===== config.mk =====
export PLATFORM = sky130hd
export DESIGN_NAME = qpsk_tx_polyphase_flat
export DESIGN_NICKNAME = d
export VERILOG_FILES = /design/src/rtl/qpsk_tx_pkg.sv /design/src/rtl/qpsk_tx_polyphase_if.sv /design/src/rtl/qpsk_tx_mac.sv /design/src/rtl/qpsk_tx_polyphase.sv /design/src/flat_wrapper.sv
export SDC_FILE = /design/constraint.sdc
export NUM_CORES = 1
export LEC_CHECK = 0
export ABC_CLOCK_PERIOD_IN_PS = 21200
export CELL_PAD_IN_SITES_DETAIL_PLACEMENT = 0
export CELL_PAD_IN_SITES_GLOBAL_PLACEMENT = 1
export CORE_ASPECT_RATIO = 0.5
export CORE_UTILIZATION = 35
export CTS_BUF_LIST = sky130_fd_sc_hd__clkbuf_2
export DETAILED_ROUTE_END_ITERATION = 10
export PLACE_DENSITY = 0.64
export SETUP_SLACK_MARGIN = 0.2
export SLEW_MARGIN = 10
export SYNTH_ARGS = -nofsm -noshare
export SYNTH_HDL_FRONTEND = slang
export SYNTH_HIERARCHICAL = 1
export SYNTH_SLANG_ARGS = --single-unit

===== constraint.sdc =====
create_clock -name clk -period 21.2 [get_ports clk]
set_clock_uncertainty 0.05 [all_clocks]
set_input_delay 4.24 -clock clk [delete_from_list [all_inputs] [get_ports clk]]
set_output_delay 4.24 -clock clk [all_outputs]
set_load 0.02 [all_outputs]

===== src/rtl/qpsk_tx_pkg.sv =====
// Shared types, clog2 helper and the default 24-tap RRC set for qpsk_tx_polyphase.
// RRC_24x8 peaks at tap 12 (72) and is symmetric about it; tap 0 sits in the MSBs.
package qpsk_tx_pkg;

    typedef logic sym_t;
    typedef logic signed [7:0] sample_t;

    function automatic int clog2(input int v);
        int r;
        r = 0;
        for (int i = 0; i < 31; i++) begin
            if ((1 << i) < v) r = i + 1;
        end
        return r;
    endfunction

    localparam logic [191:0] RRC_24x8 = {
        8'hFE, 8'hFE, 8'hFD, 8'hFF, 8'h00, 8'hF8, 8'hF6, 8'hF4,
        8'hFC, 8'h12, 8'h2C, 8'h40, 8'h48, 8'h40, 8'h2C, 8'h12,
        8'hFC, 8'hF4, 8'hF6, 8'hF8, 8'h00, 8'hFF, 8'hFD, 8'hFE
    };

endpackage


===== src/rtl/qpsk_tx_polyphase_if.sv =====
// Symbol-in / sample-out bus of qpsk_tx_polyphase; coefficient write port only with QPSK_TX_COEF_LOAD_EN.
// Latency/backpressure: none here; the source holds symbols until o_sym_rd.
interface qpsk_tx_polyphase_if #(
    parameter int OUT_W  = 8,
    parameter int COEF_W = 8,
    parameter int AW     = 5
);
    logic                     enable;
    logic                     i_sym_i;
    logic                     i_sym_q;
    logic                     o_sym_rd;
    logic signed [OUT_W-1:0]  o_tx_i;
    logic signed [OUT_W-1:0]  o_tx_q;
    logic                     o_valid;
`ifdef QPSK_TX_COEF_LOAD_EN
    logic                     i_coef_we;
    logic [AW-1:0]            i_coef_addr;
    logic signed [COEF_W-1:0] i_coef_data;

    modport master (output enable, i_sym_i, i_sym_q, i_coef_we, i_coef_addr, i_coef_data,
                    input  o_sym_rd, o_tx_i, o_tx_q, o_valid);
    modport slave  (input  enable, i_sym_i, i_sym_q, i_coef_we, i_coef_addr, i_coef_data,
                    output o_sym_rd, o_tx_i, o_tx_q, o_valid);
`else
    modport master (output enable, i_sym_i, i_sym_q,
                    input  o_sym_rd, o_tx_i, o_tx_q, o_valid);
    modport slave  (input  enable, i_sym_i, i_sym_q,
                    output o_sym_rd, o_tx_i, o_tx_q, o_valid);
`endif
endinterface


===== src/rtl/qpsk_tx_mac.sv =====
// One channel of the polyphase shaper: symbol history, phase-selected signed tap sum, saturation.
// Latency 1 clk from en_i to tx_o; no backpressure, all state holds while en_i is low.
module qpsk_tx_mac
    import qpsk_tx_pkg::*;
#(
    parameter  int OS     = 4,
    parameter  int NBAUD  = 6,
    parameter  int COEF_W = 8,
    parameter  int OUT_W  = 8,
    localparam int PW     = clog2(OS)
)(
    input  logic                     clk,
    input  logic                     rst,
    input  logic                     en_i,
    input  logic                     shift_i,
    input  logic [PW-1:0]            phase_i,
    input  sym_t                     sym_i,
    input  logic signed [COEF_W-1:0] coef_i [OS*NBAUD],
    output logic signed [OUT_W-1:0]  tx_o
);

    localparam int NTAP  = OS * NBAUD;
    localparam int IW    = clog2(NTAP);
    localparam int ACC_W = COEF_W + clog2(NBAUD) + 1;
    localparam logic signed [ACC_W-1:0] SAT_HI = ACC_W'((2 ** (OUT_W - 1)) - 1);
    localparam logic signed [ACC_W-1:0] SAT_LO = ACC_W'(-(2 ** (OUT_W - 1)));

    logic [NBAUD-1:0]         sr_q, sr_d;
    logic signed [OUT_W-1:0]  tx_q, tx_d;
    logic signed [ACC_W-1:0]  acc;
    logic [IW-1:0]            idx;

    // A 0 symbol stands for -1, so its tap is subtracted rather than skipped.
    always_comb begin
        acc = '0;
        idx = '0;
        for (int k = 0; k < NBAUD; k++) begin
            idx = IW'(k * OS) + IW'(phase_i);
            if (sr_q[k]) acc = acc + ACC_W'(coef_i[idx]);
            else         acc = acc - ACC_W'(coef_i[idx]);
        end
    end

    always_comb begin
        sr_d = sr_q;
        tx_d = tx_q;
        if (en_i) begin
            if (acc > SAT_HI)      tx_d = {1'b0, {(OUT_W-1){1'b1}}};
            else if (acc < SAT_LO) tx_d = {1'b1, {(OUT_W-1){1'b0}}};
            else                   tx_d = acc[OUT_W-1:0];
            if (shift_i) sr_d = {sr_q[NBAUD-2:0], sym_i};
        end
    end

    always_ff @(posedge clk or negedge rst) begin
        if (!rst) begin
            sr_q <= '0;
            tx_q <= '0;
        end else begin
            sr_q <= sr_d;
            tx_q <= tx_d;
        end
    end

    assign tx_o = tx_q;

endmodule


===== src/rtl/qpsk_tx_polyphase.sv =====
// Two-channel (I/Q) polyphase RRC transmit shaper; QPSK_TX_COEF_LOAD_EN adds a coefficient write port.
// Latency 1 clk from enable to o_valid; symbols are pulled with o_sym_rd, no other backpressure.
module qpsk_tx_polyphase
    import qpsk_tx_pkg::*;
#(
    parameter int OS     = 4,
    parameter int NBAUD  = 6,
    parameter int COEF_W = 8,
    parameter int OUT_W  = 8,
    parameter logic [OS*NBAUD*COEF_W-1:0] COEF = RRC_24x8
)(
    input logic                clk,
    input logic                rst,
    qpsk_tx_polyphase_if.slave bus
);

    localparam int NTAP = OS * NBAUD;
    localparam int PW   = clog2(OS);
    localparam int AW   = clog2(NTAP);

    logic [PW-1:0]            phase_q, phase_d;
    logic                     valid_q;
    logic                     wrap;
    logic signed [COEF_W-1:0] coef_rom [NTAP];
    logic signed [COEF_W-1:0] coef_q   [NTAP];

    for (genvar n = 0; n < NTAP; n++) begin : g_rom
        assign coef_rom[n] = COEF[(NTAP-1-n)*COEF_W +: COEF_W];
    end

`ifdef QPSK_TX_COEF_LOAD_EN
    logic signed [COEF_W-1:0] coef_d [NTAP];

    // Sums this cycle read coef_q, so a write only shows up from the next cycle on.
    always_comb begin
        coef_d = coef_q;
        if (bus.i_coef_we && ({1'b0, bus.i_coef_addr} < (AW+1)'(NTAP)))
            coef_d[bus.i_coef_addr] = bus.i_coef_data;
    end

    always_ff @(posedge clk or negedge rst) begin
        if (!rst) coef_q <= coef_rom;
        else      coef_q <= coef_d;
    end
`else
    assign coef_q = coef_rom;
`endif

    assign wrap = (phase_q == PW'(OS - 1));

    always_comb begin
        phase_d = phase_q;
        if (bus.enable) phase_d = wrap ? '0 : phase_q + 1'b1;
    end

    always_ff @(posedge clk or negedge rst) begin
        if (!rst) begin
            phase_q <= '0;
            valid_q <= 1'b0;
        end else begin
            phase_q <= phase_d;
            valid_q <= bus.enable;
        end
    end

    assign bus.o_sym_rd = bus.enable & wrap;
    assign bus.o_valid  = valid_q;

    qpsk_tx_mac #(.OS(OS), .NBAUD(NBAUD), .COEF_W(COEF_W), .OUT_W(OUT_W)) u_mac_i (
        .clk     (clk),
        .rst     (rst),
        .en_i    (bus.enable),
        .shift_i (wrap),
        .phase_i (phase_q),
        .sym_i   (bus.i_sym_i),
        .coef_i  (coef_q),
        .tx_o    (bus.o_tx_i)
    );

    qpsk_tx_mac #(.OS(OS), .NBAUD(NBAUD), .COEF_W(COEF_W), .OUT_W(OUT_W)) u_mac_q (
        .clk     (clk),
        .rst     (rst),
        .en_i    (bus.enable),
        .shift_i (wrap),
        .phase_i (phase_q),
        .sym_i   (bus.i_sym_q),
        .coef_i  (coef_q),
        .tx_o    (bus.o_tx_q)
    );

endmodule


===== src/flat_wrapper.sv =====
// flat-port wrapper written by rule: the top's interface ports become plain ports
module qpsk_tx_polyphase_flat import qpsk_tx_pkg::*;
#(
    parameter int OS     = 4,
    parameter int NBAUD  = 6,
    parameter int COEF_W = 8,
    parameter int OUT_W  = 8,
    parameter logic [OS*NBAUD*COEF_W-1:0] COEF = RRC_24x8
)
  (clk, rst, bus_enable, bus_i_sym_i, bus_i_sym_q, bus_o_sym_rd, bus_o_tx_i, bus_o_tx_q, bus_o_valid);
  qpsk_tx_polyphase_if #(.OUT_W(OUT_W), .COEF_W(COEF_W)) bus_i ();
  input logic clk;
  input logic rst;
  input wire logic [$bits(bus_i.enable)-1:0] bus_enable;
  input wire logic [$bits(bus_i.i_sym_i)-1:0] bus_i_sym_i;
  input wire logic [$bits(bus_i.i_sym_q)-1:0] bus_i_sym_q;
  output wire logic [$bits(bus_i.o_sym_rd)-1:0] bus_o_sym_rd;
  output wire logic [$bits(bus_i.o_tx_i)-1:0] bus_o_tx_i;
  output wire logic [$bits(bus_i.o_tx_q)-1:0] bus_o_tx_q;
  output wire logic [$bits(bus_i.o_valid)-1:0] bus_o_valid;
  assign bus_i.enable = bus_enable;
  assign bus_i.i_sym_i = bus_i_sym_i;
  assign bus_i.i_sym_q = bus_i_sym_q;
  assign bus_o_sym_rd = bus_i.o_sym_rd;
  assign bus_o_tx_i = bus_i.o_tx_i;
  assign bus_o_tx_q = bus_i.o_tx_q;
  assign bus_o_valid = bus_i.o_valid;
  qpsk_tx_polyphase #(.OS(OS), .NBAUD(NBAUD), .COEF_W(COEF_W), .OUT_W(OUT_W), .COEF(COEF)) u_core (.clk(clk), .rst(rst), .bus(bus_i));
endmodule

---- Word-level counts from Yosys, hierarchy flattened ----
Memories as Yosys holds them, arrays and structs flattened.
Index checks and enable logic that the tools add are counted.
storage, ports and cells
  latch bits .............................. 0
  register bits after elaboration ......... 31
  memory bits (writable) .................. 0
  output and inout port bits .............. 18
  bits in read-only memories .............. 1536
  memories kept ........................... 6
operators by class
  $mul .................................... 0
  shift-type cells ........................ 0
  reduce and logical (&&, ||, !) cells .... 1
  add/sub/neg operators ................... 27
  eq/ne operators ......................... 1
  div/mod/pow operators ................... 0
  $lt $le $gt $ge ......................... 10
  bitwise gates (word level) .............. 7
  muxes and demuxes ....................... 29
memory list
  name             words  bits a word  rd ports  clocked after memory_dff  write ports  line               text
  (no name shown)  32     8            1         0                         0            qpsk_tx_mac.sv:40  else acc = acc - ACC_W'(coef_i[idx]);
  (no name shown)  32     8            1         0                         0            qpsk_tx_mac.sv:40
  (no name shown)  32     8            1         0                         0            qpsk_tx_mac.sv:40
  (no name shown)  32     8            1         0                         0            qpsk_tx_mac.sv:40
  (no name shown)  32     8            1         0                         0            qpsk_tx_mac.sv:40
  (no name shown)  32     8            1         0                         0            qpsk_tx_mac.sv:40
operators by type and width
  operator                                                                number
  12-bit 2-to-1 mux                                                       12
  8-bit 2-to-1 mux                                                        16
  12-bit by 8-bit adder with 12-bit output                                10
  12-bit by 8-bit subtractor with 12-bit output                           10
  6-bit greater-or-equal comparator (second input constant)               6
  12-bit by 8-bit > comparator with 1-bit output (second input constant)  2
  12-bit by 8-bit < comparator with 1-bit output (second input constant)  2
  5-bit NOT with 6-bit output                                             4
  4-bit by 2-bit adder with 5-bit output (first input constant)           2
  5-bit by 2-bit adder with 5-bit output (first input constant)           2
  1-bit by 8-bit subtractor with 9-bit output (first input constant)      1
  2-bit NOT with 6-bit output                                             1
  4-bit NOT with 6-bit output                                             1
  3-bit by 2-bit adder with 4-bit output (first input constant)           1
  2-bit by 1-bit adder with 2-bit output (second input constant)          1
  2-bit == test (second input constant)                                   1
  2-bit 2-to-1 mux                                                        1
  2-bit AND reduction                                                     1
  1-bit AND                                                               1

---- Depth between registers and ports, before layout ----
  depth in word-level cells ............... 19
  gate-level depth with buffers ........... 41
  gate-level depth less buffers ........... 38

---- Cells and area by module ----
The synthesis kept the hierarchy.
modules (own cells, without submodules)
  module                        instances  cells an instance  sequential area each (um2)  area an instance (um2)
  qpsk_tx_mac (u_core.u_mac_q)  1          572                350.3                       5088.6
  qpsk_tx_mac (u_core.u_mac_i)  1          557                350.3                       5034.8
  qpsk_tx_polyphase             1          11                 75.1                        146.4

---- Least setup slack after synthesis ----
OpenSTA, ideal clock, no wires.
  kind .................................... in2out
  start point ............................. in bus_enable
  end point ............................... out bus_o_sym_rd
  buffers on the path ..................... 0
  arrival time ............................ 4.453 ns
  stages .................................. 1
  path slack .............................. 12.457 ns
  data required time ...................... 16.910 ns
  cell sequence ........................... and2_2
on the way
  word-level cells in the longest chain between the ends .. 1
ends and longest elaborated chain
  element          line                     text
  start, declared  flat_wrapper.sv:14       input wire logic [$bits(bus_i.enable)-1:0] bus_enable;
  1-bit AND        qpsk_tx_polyphase.sv:66  assign bus.o_sym_rd = bus.enable & wrap;
  end, declared    flat_wrapper.sv:17       output wire logic [$bits(bus_i.o_sym_rd)-1:0] bus_o_sym_rd;
No other way between the ends.

---- Worst setup path after layout ----
Same ends and word-level chain as after synthesis.

==> metrics.md <==
| Metric | Value |
|---|---|
| Startpoint Class | primary input |
| Worst-path cell chain | clkdlybuf4s50_1, buf_4, and2_2, clkdlybuf4s50_1 |
| Slowest stage cell on the critical path | clkdlybuf4s50_1 |
| Initial antenna violation count | 0 |
| Delay-heaviest family, CP | buffers and inverters |
| Rel. slew slack | 32.4% |
| Worst-Skew Late Latency | 0.41 ns |
| Leading area contributor after synthesis | mux4_2 |
| Crit share post-route | 47.4% |
| FP Rows | 43 |
| Layout cells sized above 1 | 9.32% |
| Total GRT Usage | approximately 16% |
| Via density | roughly 4.6 |
| Final count of pins violating max slew | 0 |
| CP Capture Type | primary output |
| Overflow after GRT | 0 |
| Placement Setup Slack | 11.15 ns |
| Post-CTS setup buffer count | 0 |
| Layout net count | 1661 |
| Core area | 28200 sq um |
| Setup ws final | about 11 ns |
| Area growth from synthesis to layout | 19.8% |
| 1st-iter DRT viols | 433 |
| Vias in the first global route | slightly above 8k |
| Synth top area share | 19.3% |
| Flops & latches, synth | 31 |
| Min-Delay Path Class | flop to flop |
| Routed length per instance | between 10 and 15 um |
| Setup CP Type | primary input to primary output |
| CP Max Fanout | 30 |
| Ant. Diodes | 0 |
| Reg clk slew, reported paths | about 0.23 ns |
| Status | finished, final reports clean |
| H-tree depth | 2 |
| Vias | 8820 |
| RSZ-0062 raised after global routing | no |
| Crit path DAT | 5.76 ns |
| Die X-Extent | 244 um |
| Largest net degree at the start of global routing | 40 |
| Gate Count Post-Synth | 1140 |
| Post-synth EDFFs | 0 |
| Post-synthesis sequential area ratio | 7.55% |
| Data required, critical path | 16.91 ns |
| Hold_sp | u_core/u_mac_q/tx_o[1]$_DFFE_PN0P_ |
| Final setup fails | 0 |
| Die area | 30100 sq um |
| Num CTS Buffers | 5 |
| Gpl congestion | 0.786 |
| Port-buffer cells | 22 |
| Post-CTS sizing | 0 |
| Top_reg_cell synth | dfrtp_1 |
| Drt total wl | 23300 um |
| Clock buffer depth | 2 |
| Ys Warns | 6 |
| Distinct cells, synth | 70 |
| Cell area after synthesis | 10300 sq um |
| Async S/R FF share, synth | 100% |
| Maxcap violations | 0 |
| Most used cell, CP | clkdlybuf4s50_1 |
| CTS Hold Bufs | 0 |
| Peak Freq | 99.5 MHz |
| TritonCTS clock tree | yes |
| CP bufs+invs | 3 |
| CP max stage delay | between 0.5 and 0.6 ns |
| Setup TNS | 0 ns |
| Starting density of the core | 36.4% |
| Synth area leaders | mux4_2 (19%), ha_1 (15%), xnor2_1 (7.6%), dfrtp_1 (7.6%), xor2_1 (6.8%) |
| Root Buffer | clkbuf_2 |
| DPL Wire Length | 19600 um |
| Final hold slack | 0.474 ns |
| DRC Markers | 0 |
| Clock sink count | 31 |
| Reg-to-reg startpoint | u_core/phase_q[0]$_DFFE_PN0P_ |
| IO Count | 23 |
| Fin. Hold Viols | 0 |
| Final ANT Viol Nets | 0 |
| First-pass GRT wire length | 39400 um |
| Critical path origin | bus_enable |
| Final min period | 10.05 ns |
| Die Span Y | 123 um |
| Worst slew pin tran | between 0.9 and 1 ns |
| Mean Syn Cell Area | 9.01 sq um |
| Pre-antenna DRT Iters | 5 |
flip-flops by register name, indices dropped and copies added (netlist names):
register,cells
u_core/bus.o_valid,1
u_core/u_mac_q/sr_q,6
u_core/u_mac_i/tx_o,8
u_core/phase_q,2
u_core/u_mac_i/sr_q,6
u_core/u_mac_q/tx_o,8
cells in the mapped netlist, drive strengths merged (2+ instances only):
cell,number
a41oi,6
mux2,23
o22ai,2
xor2,81
a211o,2
a211oi,9
nor3,18
or4,3
o21a,10
inv,73
o31ai,6
a21oi,99
nor4,11
a21boi,5
mux2i,3
fa,10
nor3b,4
nand3,7
xnor3,4
a22oi,2
o2bb2ai,2
o211ai,2
dfrtp,31
mux4,96
a21o,37
ha,124
and4,3
nand2,59
xnor2,92
o21bai,22
a31oi,14
conb,2
buf,19
and2,2
a311oi,2
nor2b,13
o21ai,65
nand2b,23
nor2,123
nor4b,2
or3,3
clkbuf,15
placed cells by master, fill, tap and decap left out, types with 3 or more instances in the layout:
cell             synthesis  final
nor3b_1                  4      4
clkdlybuf4s50_1          0     21
ha_1                   124    124
mux2i_1                  3      3
inv_1                   73     73
a21boi_0                 5      5
nand3_1                  7      7
nor2_1                 123    123
clkbuf_2                 0      5
xnor2_2                  3      3
nor3_1                  18     18
a41oi_1                  4      4
fa_1                    10     10
buf_4                    5      5
o21a_1                  10     10
a21oi_1                 98     98
o31ai_1                  6      6
a211oi_1                 9      9
mux2_2                  22     22
mux4_2                  88     88
conb_1                   2    384
a21o_1                  37     37
o21ai_0                 57     57
nor4_1                   8      8
xnor2_1                 89     89
o21ai_1                  8      8
or3_1                    3      3
xnor3_1                  3      3
and4_1                   3      3
a31oi_1                 14     14
xor2_1                  80     80
nand2_1                 57     57
dfrtp_1                 31     29
nor2b_1                 13     13
o21bai_1                22     22
mux4_1                   8      8
nand2b_1                23     23
final cells by class:
| cell class | count | area [sq um] |
|---|---|---|
| Sequential cell | 31 | 783 |
| Inverter | 73 | 274 |
| Fill cell | 2915 | 15900 |
| Multi-Input combinational cell | 1384 | 10500 |
| Clock buffer | 5 | 25.0 |
| Tap cell | 382 | 478 |
| Clock inverter | 3 | 38.8 |
| Timing Repair Buffer | 27 | 253 |
worst register-to-register path, delay by kind of cell (launching register included):
| family | cells | cell delay, ns |
|---|---|---|
| buf+inv | 2 | 0.75 |
| fa+ha+maj | 5 | 1.72 |
| mux | 1 | 0.51 |
| flops | 1 | 0.85 |
| simple gates | 8 | 0.85 |
| compound gates | 10 | 2.43 |
| xor+xnor | 6 | 1.41 |
per-stage QoR:
stage | cells | util [%] | area [sq um]
after floorplan | 1522 | - | 11700
after global placement | 1897 | 43.3 | 12200
after detailed placement | 1897 | 43.3 | 12200
after CTS | 1905 | 43.6 | 12300
after global routing | 1905 | 43.6 | 12300
final | 1905 | 43.6 | 12300
final timing paths:
check | to | depth (start not counted) | slack, ns
worst max-delay path | bus_o_sym_rd | 4 | 11.15
worst min-delay path | u_core/u_mac_q/tx_o[1]$_DFFE_PN0P_ | 1 | 0.47
worst max register to register | u_core/u_mac_i/tx_o[2]$_DFFE_PN0P_ | 32 | 12.55
worst min register to register | u_core/u_mac_q/tx_o[1]$_DFFE_PN0P_ | 1 | 0.47
max in group asynchronous | u_core/phase_q[1]$_DFFE_PN0P_ | 1 | 16.70
min in group asynchronous | u_core/u_mac_q/sr_q[2]$_DFFE_PN0P_ | 1 | 3.81
cell families after synthesis:
kind of cell               synth area share (%)
xor gates and xnor gates                   16.0
muxes                                      24.2
DFF                                        7.55
buffers and inverters                      4.65
adders and majority gates                  17.1
other                                    0.0731
AOI/OAI and AO/OA                          17.7
and+or+nand+nor                            12.7
per-layer routing:
layer	vias to the layer above	GRT usage (%)	routed length (um)
met4	0	1.76	128
met5	-	0	0
met1	4140	22.1	12000
li1	4610	-	-
met2	59	28.4	10800
met3	11	1.32	406
Power is left out: the tool's default activity adds up to more than one toggle a clock period on the data nets, which glitch-free logic cannot reach.
